File: config.mk
export PLATFORM = sky130hd
export DESIGN_NAME = mouse_position_tracker_flat
export DESIGN_NICKNAME = d
export VERILOG_FILES = /design/src/rtl/mouse_position_tracker_pkg.sv /design/src/rtl/mouse_position_tracker_if.sv /design/src/rtl/mouse_position_tracker_evt_fifo.sv /design/src/rtl/mouse_position_tracker.sv /design/src/flat_wrapper.sv
export SDC_FILE = /design/constraint.sdc
export NUM_CORES = 1
export LEC_CHECK = 0
export CAP_MARGIN = 20
export CORE_UTILIZATION = 35
export DETAILED_ROUTE_END_ITERATION = 12
export PLACE_DENSITY_LB_ADDON = 0.2
export SYNTH_ARGS = -nofsm -noshare
export SYNTH_HDL_FRONTEND = slang
export SYNTH_HIERARCHICAL = 1
export SYNTH_SLANG_ARGS = --single-unit
File: constraint.sdc
create_clock -name CLK -period 5.04 [get_ports CLK]
set_clock_uncertainty 0.1 [all_clocks]
set_input_delay 0.504 -clock CLK [delete_from_list [all_inputs] [get_ports CLK]]
set_output_delay 0.504 -clock CLK [all_outputs]
set_load 0.03 [all_outputs]
File: src/rtl/mouse_position_tracker_pkg.sv
// Shared constants for the mouse position tracker.
// Status bit positions, event width and axis mode codes.
package mouse_pkg;
  localparam int ST_YOVF   = 7;
  localparam int ST_XOVF   = 6;
  localparam int ST_YSGN   = 5;
  localparam int ST_XSGN   = 4;
  localparam int ST_BTN_HI = 2;
  localparam int ST_BTN_LO = 0;

  localparam int EVT_W = 6;

  localparam logic MODE_CLAMP = 1'b0;
  localparam logic MODE_WRAP  = 1'b1;
endpackage

File: src/rtl/mouse_position_tracker_if.sv
// Packet input bus and button-event FIFO bus.
// master drives the bus, slave consumes it.
interface mouse_pkt_if;
  logic       PKT_VALID;
  logic [7:0] PKT_STATUS;
  logic [7:0] PKT_DX;
  logic [7:0] PKT_DY;
  logic [7:0] PKT_DZ;
  logic [1:0] SPEED_SHIFT;

  modport master (
    output PKT_VALID, PKT_STATUS, PKT_DX,
    output PKT_DY, PKT_DZ, SPEED_SHIFT
  );
  modport slave (
    input PKT_VALID, PKT_STATUS, PKT_DX,
    input PKT_DY, PKT_DZ, SPEED_SHIFT
  );
endinterface

interface mouse_evt_if;
  import mouse_pkg::*;
  logic             EVT_VALID;
  logic [EVT_W-1:0] EVT_DATA;
  logic             EVT_ACK;
  logic             EVT_OVERFLOW;

  modport master (
    output EVT_VALID, EVT_DATA, EVT_OVERFLOW,
    input  EVT_ACK
  );
  modport slave (
    input  EVT_VALID, EVT_DATA, EVT_OVERFLOW,
    output EVT_ACK
  );
endinterface

File: src/rtl/mouse_position_tracker_evt_fifo.sv
// Button-event FIFO: DEPTH (power of two) x WIDTH.
// Ports: clk/rst, push/push_data, pop, data, empty/full/last.
module mouse_evt_fifo #(
  parameter int DEPTH = 4,
  parameter int WIDTH = 6
) (
  input  logic             clk,
  input  logic             rst,
  input  logic             push,
  input  logic [WIDTH-1:0] push_data,
  input  logic             pop,
  output logic [WIDTH-1:0] data,
  output logic             empty,
  output logic             full,
  output logic             last
);
  localparam int AW = $clog2(DEPTH);

  logic [WIDTH-1:0] mem [DEPTH];
  logic [AW-1:0]    wr;
  logic [AW-1:0]    rd;
  logic [AW:0]      cnt;
  logic             do_pop;
  logic             do_push;

  assign empty = (cnt == '0);
  assign full  = (cnt == (AW+1)'(DEPTH));
  assign last  = (cnt == (AW+1)'(1));
  assign data  = mem[rd];

  // A pop frees the slot the same cycle, so a full FIFO can still accept.
  assign do_pop  = pop && !empty;
  assign do_push = push && (!full || do_pop);

  always_ff @(posedge clk) begin
    if (do_push) mem[wr] <= push_data;
  end

  always_ff @(posedge clk) begin
    if (rst) begin
      wr  <= '0;
      rd  <= '0;
      cnt <= '0;
    end else begin
      if (do_push) wr <= wr + 1'b1;
      if (do_pop)  rd <= rd + 1'b1;
      case ({do_push, do_pop})
        2'b10:   cnt <= cnt + 1'b1;
        2'b01:   cnt <= cnt - 1'b1;
        default: cnt <= cnt;
      endcase
    end
  end
endmodule

File: src/rtl/mouse_position_tracker.sv
// PS/2 mouse tracker: 2-stage delta/position pipeline + button FIFO.
// Ports: CLK, RESET, pkt (packet bus), evt (event bus), POS_*, BUTTONS, UPDATE.
module mouse_position_tracker
  import mouse_pkg::*;
#(
  parameter int COORD_W    = 10,
  parameter int LIMIT_X    = 640,
  parameter int LIMIT_Y    = 480,
  parameter int LIMIT_S    = 256,
  parameter bit WRAP_X     = 1'b0,
  parameter bit WRAP_Y     = 1'b0,
  parameter bit WRAP_S     = 1'b1,
  parameter int FIFO_DEPTH = 4
) (
  input  logic               CLK,
  input  logic               RESET,
  mouse_pkt_if.slave         pkt,
  mouse_evt_if.master        evt,
  output logic [COORD_W-1:0] POS_X,
  output logic [COORD_W-1:0] POS_Y,
  output logic [COORD_W-1:0] POS_S,
  output logic [2:0]         BUTTONS,
  output logic               UPDATE
);
  localparam int W = COORD_W + 4;
  typedef logic signed [W-1:0] sw_t;

  if (COORD_W < 8 ||
      LIMIT_X > (1 << COORD_W) ||
      LIMIT_Y > (1 << COORD_W) ||
      LIMIT_S > (1 << COORD_W) ||
      FIFO_DEPTH < 2 ||
      (FIFO_DEPTH & (FIFO_DEPTH - 1)) != 0) begin : g_bad_cfg
    $error("mouse_position_tracker: bad parameters");
  end

  // Overflowed axis saturates to the 9-bit extreme in its sign direction.
  function automatic sw_t raw_delta(
    input logic [7:0] raw,
    input logic       sgn,
    input logic       ovf
  );
    sw_t d;
    if (ovf) d = sgn ? sw_t'(-256) : sw_t'(255);
    else     d = sw_t'(signed'({sgn, raw}));
    return d;
  endfunction

  function automatic logic [COORD_W-1:0] step(
    input logic [COORD_W-1:0] cur,
    input sw_t                d,
    input int                 lim,
    input logic               mode
  );
    sw_t l, lm1, dd, n;
    l   = sw_t'(lim);
    lm1 = sw_t'(lim - 1);
    dd  = d;
    n   = '0;
    if (mode == MODE_CLAMP) begin
      n = sw_t'({4'b0000, cur}) + d;
      if (n[W-1])        n = '0;
      else if (n > lm1)  n = lm1;
    end else begin
      // One fold is enough once |delta| < limit.
      if (dd > lm1)       dd = lm1;
      else if (dd < -lm1) dd = -lm1;
      n = sw_t'({4'b0000, cur}) + dd;
      if (n[W-1])        n = n + l;
      else if (n >= l)   n = n - l;
    end
    return n[COORD_W-1:0];
  endfunction

  logic                  s1_valid;
  sw_t                   s1_dx;
  sw_t                   s1_dy;
  sw_t                   s1_dz;
  logic [2:0]            s1_btn;
  logic [COORD_W-1:0]    nx, ny, ns;
  logic                  evt_push;
  logic [EVT_W-1:0]      evt_word;
  logic                  pop;
  logic                  f_empty, f_full, f_last;
  logic                  ovf;
  logic                  unused_ok;

  assign unused_ok = ^{pkt.PKT_STATUS[3], pkt.PKT_DZ[7:4]};

  always_ff @(posedge CLK) begin
    if (RESET) begin
      s1_valid <= 1'b0;
    end else begin
      s1_valid <= pkt.PKT_VALID;
      if (pkt.PKT_VALID) begin
        s1_dx  <= raw_delta(pkt.PKT_DX,
                            pkt.PKT_STATUS[ST_XSGN],
                            pkt.PKT_STATUS[ST_XOVF])
                  <<< pkt.SPEED_SHIFT;
        s1_dy  <= raw_delta(pkt.PKT_DY,
                            pkt.PKT_STATUS[ST_YSGN],
                            pkt.PKT_STATUS[ST_YOVF])
                  <<< pkt.SPEED_SHIFT;
        s1_dz  <= sw_t'(signed'(pkt.PKT_DZ[3:0]));
        s1_btn <= pkt.PKT_STATUS[ST_BTN_HI:ST_BTN_LO];
      end
    end
  end

  // Stage 2 reads the committed positions, so back-to-back packets chain.
  always_comb begin
    nx = step(POS_X, s1_dx, LIMIT_X, WRAP_X);
    ny = step(POS_Y, s1_dy, LIMIT_Y, WRAP_Y);
    ns = step(POS_S, s1_dz, LIMIT_S, WRAP_S);
  end

  always_ff @(posedge CLK) begin
    if (RESET) begin
      POS_X   <= COORD_W'(LIMIT_X / 2);
      POS_Y   <= COORD_W'(LIMIT_Y / 2);
      POS_S   <= COORD_W'(LIMIT_S / 2);
      BUTTONS <= '0;
      UPDATE  <= 1'b0;
    end else begin
      UPDATE <= s1_valid;
      if (s1_valid) begin
        POS_X   <= nx;
        POS_Y   <= ny;
        POS_S   <= ns;
        BUTTONS <= s1_btn;
      end
    end
  end

  assign evt_push = s1_valid && (s1_btn != BUTTONS);
  assign evt_word = {s1_btn & ~BUTTONS, BUTTONS & ~s1_btn};
  assign pop      = evt.EVT_ACK && !f_empty;

  mouse_evt_fifo #(
    .DEPTH(FIFO_DEPTH),
    .WIDTH(EVT_W)
  ) u_fifo (
    .clk      (CLK),
    .rst      (RESET),
    .push     (evt_push),
    .push_data(evt_word),
    .pop      (pop),
    .data     (evt.EVT_DATA),
    .empty    (f_empty),
    .full     (f_full),
    .last     (f_last)
  );

  // Sticky drop flag; cleared only when the queue is drained.
  always_ff @(posedge CLK) begin
    if (RESET)
      ovf <= 1'b0;
    else if (evt_push && f_full && !pop)
      ovf <= 1'b1;
    else if (pop && f_last && !evt_push)
      ovf <= 1'b0;
  end

  assign evt.EVT_VALID    = !f_empty;
  assign evt.EVT_OVERFLOW = ovf;
endmodule

File: src/flat_wrapper.sv
// flat-port wrapper written by rule: the top's interface ports become plain ports
module mouse_position_tracker_flat import mouse_pkg::*;
#(
  parameter int COORD_W    = 10,
  parameter int LIMIT_X    = 640,
  parameter int LIMIT_Y    = 480,
  parameter int LIMIT_S    = 256,
  parameter bit WRAP_X     = 1'b0,
  parameter bit WRAP_Y     = 1'b0,
  parameter bit WRAP_S     = 1'b1,
  parameter int FIFO_DEPTH = 4
)
  (CLK, RESET, POS_X, POS_Y, POS_S, BUTTONS, UPDATE, pkt_PKT_VALID, pkt_PKT_STATUS, pkt_PKT_DX, pkt_PKT_DY, pkt_PKT_DZ, pkt_SPEED_SHIFT, evt_EVT_VALID, evt_EVT_DATA, evt_EVT_OVERFLOW, evt_EVT_ACK);
  mouse_pkt_if pkt_i ();
  mouse_evt_if evt_i ();
  input  logic CLK;
  input  logic RESET;
  output logic [COORD_W-1:0] POS_X;
  output logic [COORD_W-1:0] POS_Y;
  output logic [COORD_W-1:0] POS_S;
  output logic [2:0] BUTTONS;
  output logic UPDATE;
  input wire logic [$bits(pkt_i.PKT_VALID)-1:0] pkt_PKT_VALID;
  input wire logic [$bits(pkt_i.PKT_STATUS)-1:0] pkt_PKT_STATUS;
  input wire logic [$bits(pkt_i.PKT_DX)-1:0] pkt_PKT_DX;
  input wire logic [$bits(pkt_i.PKT_DY)-1:0] pkt_PKT_DY;
  input wire logic [$bits(pkt_i.PKT_DZ)-1:0] pkt_PKT_DZ;
  input wire logic [$bits(pkt_i.SPEED_SHIFT)-1:0] pkt_SPEED_SHIFT;
  output wire logic [$bits(evt_i.EVT_VALID)-1:0] evt_EVT_VALID;
  output wire logic [$bits(evt_i.EVT_DATA)-1:0] evt_EVT_DATA;
  output wire logic [$bits(evt_i.EVT_OVERFLOW)-1:0] evt_EVT_OVERFLOW;
  input wire logic [$bits(evt_i.EVT_ACK)-1:0] evt_EVT_ACK;
  assign pkt_i.PKT_VALID = pkt_PKT_VALID;
  assign pkt_i.PKT_STATUS = pkt_PKT_STATUS;
  assign pkt_i.PKT_DX = pkt_PKT_DX;
  assign pkt_i.PKT_DY = pkt_PKT_DY;
  assign pkt_i.PKT_DZ = pkt_PKT_DZ;
  assign pkt_i.SPEED_SHIFT = pkt_SPEED_SHIFT;
  assign evt_EVT_VALID = evt_i.EVT_VALID;
  assign evt_EVT_DATA = evt_i.EVT_DATA;
  assign evt_EVT_OVERFLOW = evt_i.EVT_OVERFLOW;
  assign evt_i.EVT_ACK = evt_EVT_ACK;
  mouse_position_tracker #(.COORD_W(COORD_W), .LIMIT_X(LIMIT_X), .LIMIT_Y(LIMIT_Y), .LIMIT_S(LIMIT_S), .WRAP_X(WRAP_X), .WRAP_Y(WRAP_Y), .WRAP_S(WRAP_S), .FIFO_DEPTH(FIFO_DEPTH)) u_core (.CLK(CLK), .RESET(RESET), .pkt(pkt_i), .evt(evt_i), .POS_X(POS_X), .POS_Y(POS_Y), .POS_S(POS_S), .BUTTONS(BUTTONS), .UPDATE(UPDATE));
endmodule
==> metrics.cfg <==
[critical_path]
critical_path_class = flop to flop
slowest_stage = edfxtp_1
path_buf_inv = 0
max_stage_delay_ns = 0.60
required_ns = 5.18
cpMostUsedCell = ha_1
start_kind = flop
critPathArrivalTime_ns = 4.05
path_cells = ha_1 > nand4_1 > or3_1 > nand3_1 > a21oi_1 > xnor2_1 > ha_1 > nand4b_1 > nor4_1 > a211oi_1 > a221o_1 > a41o_1
crit_family = simple AND/OR/NAND/NOR gates
crit_fanout = 12
cp-end-kind = flop

[timing]
max_freq_ghz = 0.256
tightestPinTransition_ns = 1.06
hold-worst-slack_ns = 0.364
hold_violations = 0
finalCritPeriodShare = 0.775
setup_viol = 0
min_period_ns = 3.91
fin_ws_ns = 1.13
grt_setup_unrepaired = no
timing.slew.headroom = 0.291
slew_violations = 0
final.setup.tns_ns = 0

[global_routing]
use_met3 = 0.0316
grt_pass1_vias = 4363
gr-usage-met1 = 0.171
grt_use_total = 0.147
grt_first_pass_wirelength_microns = 20500
top_usage_layer = met2
overflow = 0
met2_usage = 0.262
grt_max_degree = 32
antenna_found_initial = 0

[synthesis]
synth_edf_count = 55
ys_seq_area_frac = 0.436
ys_seq_elements = 100
netlist_instances = 548
async_flop_share = 0
syn_area_per_cell_sq_um = 10.7
syn_nets = 636
synthFlopType = edfxtp_1
synthDistinctLibCells = 74
yosys_warnings = 6
synthesis.area_sq_um = 5860

[die]
start_util = 0.364
die-area_sq_um = 17300
row_count = 46
io_pins = 80
core_sq_um = 16100
dieHeight_microns = 131
die_width_microns = 131

[clock_network]
cts_resized = 0
ctsHtreeMaxLevel = 3
hold_buffers = 0
cts-root-buf = clkbuf_16
clock-sinks = 100
post-cts-setup-buffer-count = 0
cts_tree = built
cts_buffers = 9
cts.path.max_buffers = 2
clk_pin_slew_ns = 0.08
clkLatencyLatePin_ns = 0.35

[routing]
drc = 0
drtPass1Iterations = 4
ant_nets = 0
vias = 4297
viasPerCell = 5.13
drt-wirelength-per-cell_microns = 14.7
drtIter0Drc = 340
wl_microns = 12300

[placement]
port_buffers = 74
placed_cells = 822
hpwl_microns = 9240
routabilityCongestion = 0.837
dp_slack_ns = 1.21

[power]
fin_total_pwr_uw = 2300
powerDensity_nw_per_um2 = 323
vdd_drop_max_v = 0.000188
leakagePower_uw = 0.00274

[layout]
area_growth_pct = 21.5
layout.cells.non_filler = 838
final_common_cell = clkdlybuf4s50_1
n_antenna_cell = 0
fillers = 1501
drive_gt1_frac = 0.0868
nNetsFinal = 705
final_cell_mix = 74 x clkdlybuf4s50_1, 55 x edfxtp_1, 47 x ha_1, 45 x dfxtp_1, 41 x nor2_1

[job]
maxCapViolCount = 0

[hold_path]
min_path_type = flop to flop

[status]
status = completed

[cells by family after synthesis]
family                   share of synthesized area
AO/OA/AOI/OAI                                0.167
buffers and inverters                       0.0363
AND/OR/NAND/NOR                              0.113
XOR/XNOR                                    0.0404
adder cells (fa/ha/maj)                      0.112
flip-flops                                   0.436
multiplexers                                0.0961
[sequential cells by signal (all words and copies together), names as in the netlist, 2 cells and up, named ones only]
name and count:
u_core/BUTTONS 3, u_core/POS_S 10, u_core/POS_X 10, u_core/POS_Y 10
u_core/s1_btn 3, u_core/s1_dx 12, u_core/s1_dy 12, u_core/s1_dz 4
u_core/u_fifo/cnt 3, u_core/u_fifo/mem 24, u_core/u_fifo/rd 2, u_core/u_fifo/wr 2
[metrics by stage]
| step | util | area (sq um) |
|---|---|---|
| after floorplan | - | 5860 |
| after global placement | 0.422 | 6810 |
| after detailed placement | 0.422 | 6810 |
| after CTS | 0.442 | 7120 |
| after global routing | 0.442 | 7120 |
| final | 0.442 | 7120 |
[cell type report]
class                      count  area (sq um)  area share
tap                          216           270      0.0380
multi-input combinational    397          3100       0.435
timing repair buffer          78           771       0.108
sequential                   100          2550       0.358
inverter                      31           116      0.0163
clock buffer                   9           225      0.0316
clock inverter                 7          88.8      0.0125
[per-layer routing]
layer | wire length [microns] | part of all wire
met1 | 5620 | 0.46
met2 | 6050 | 0.49
met3 | 495 | 0.040
met4 | 144 | 0.012
met5 | 0 | 0
[worst register-to-register path: cells and delay by family (launching register included)]
kind | cells | cell delay [ns]
and+or+nand+nor | 5 | 1.21
AOI/OAI and AO/OA | 4 | 0.82
adders and majority gates | 2 | 0.74
DFF | 1 | 0.60
xor gates and xnor gates | 1 | 0.32
[synthesized netlist by cell type, drive strengths merged, types with 3 or more instances]
cell,n,area [sq um]
a2111oi,3,26.3
a211oi,8,70.1
a21o,7,52.6
a21oi,32,164
a221o,12,120
and2,10,66.3
and3,3,18.8
buf,10,57.6
clkbuf,10,38.8
dfxtp,45,901
edfxtp,55,1650
fa,3,60.1
ha,47,588
inv,31,116
mux2,14,158
mux2i,27,270
mux4,6,135
nand2,26,97.6
nand2b,5,31.3
nand3,7,35.0
nor2,41,154
nor2b,8,57.6
nor3,14,70.1
o211ai,4,30.0
o21a,6,46.3
o21ai,33,165
o21bai,5,37.5
o22ai,3,25.0
o31ai,6,50.1
or3,4,25.0
xnor2,19,166
xor2,8,70.1
[report_power, final]
group / switching, uW / internal [uW]
registers: 44.8 / 919
clock network: 347 / 357
logic: 352 / 278
total: 743 / 1550
[final timing paths]
| check | start | end | slack, ns | cells past startpoint |
|---|---|---|---|---|
| max | u_core/s1_dz[3] | u_core/POS_S[9] | 1.13 | 12 |
| min | u_core/POS_Y[8] | u_core/POS_Y[8] | 0.36 | 2 |
| max reg2reg | u_core/s1_dz[3] | u_core/POS_S[9] | 1.13 | 12 |
| min reg2reg | u_core/POS_Y[8] | u_core/POS_Y[8] | 0.36 | 2 |
No activity file was read; power rests on OpenSTA's default activity.
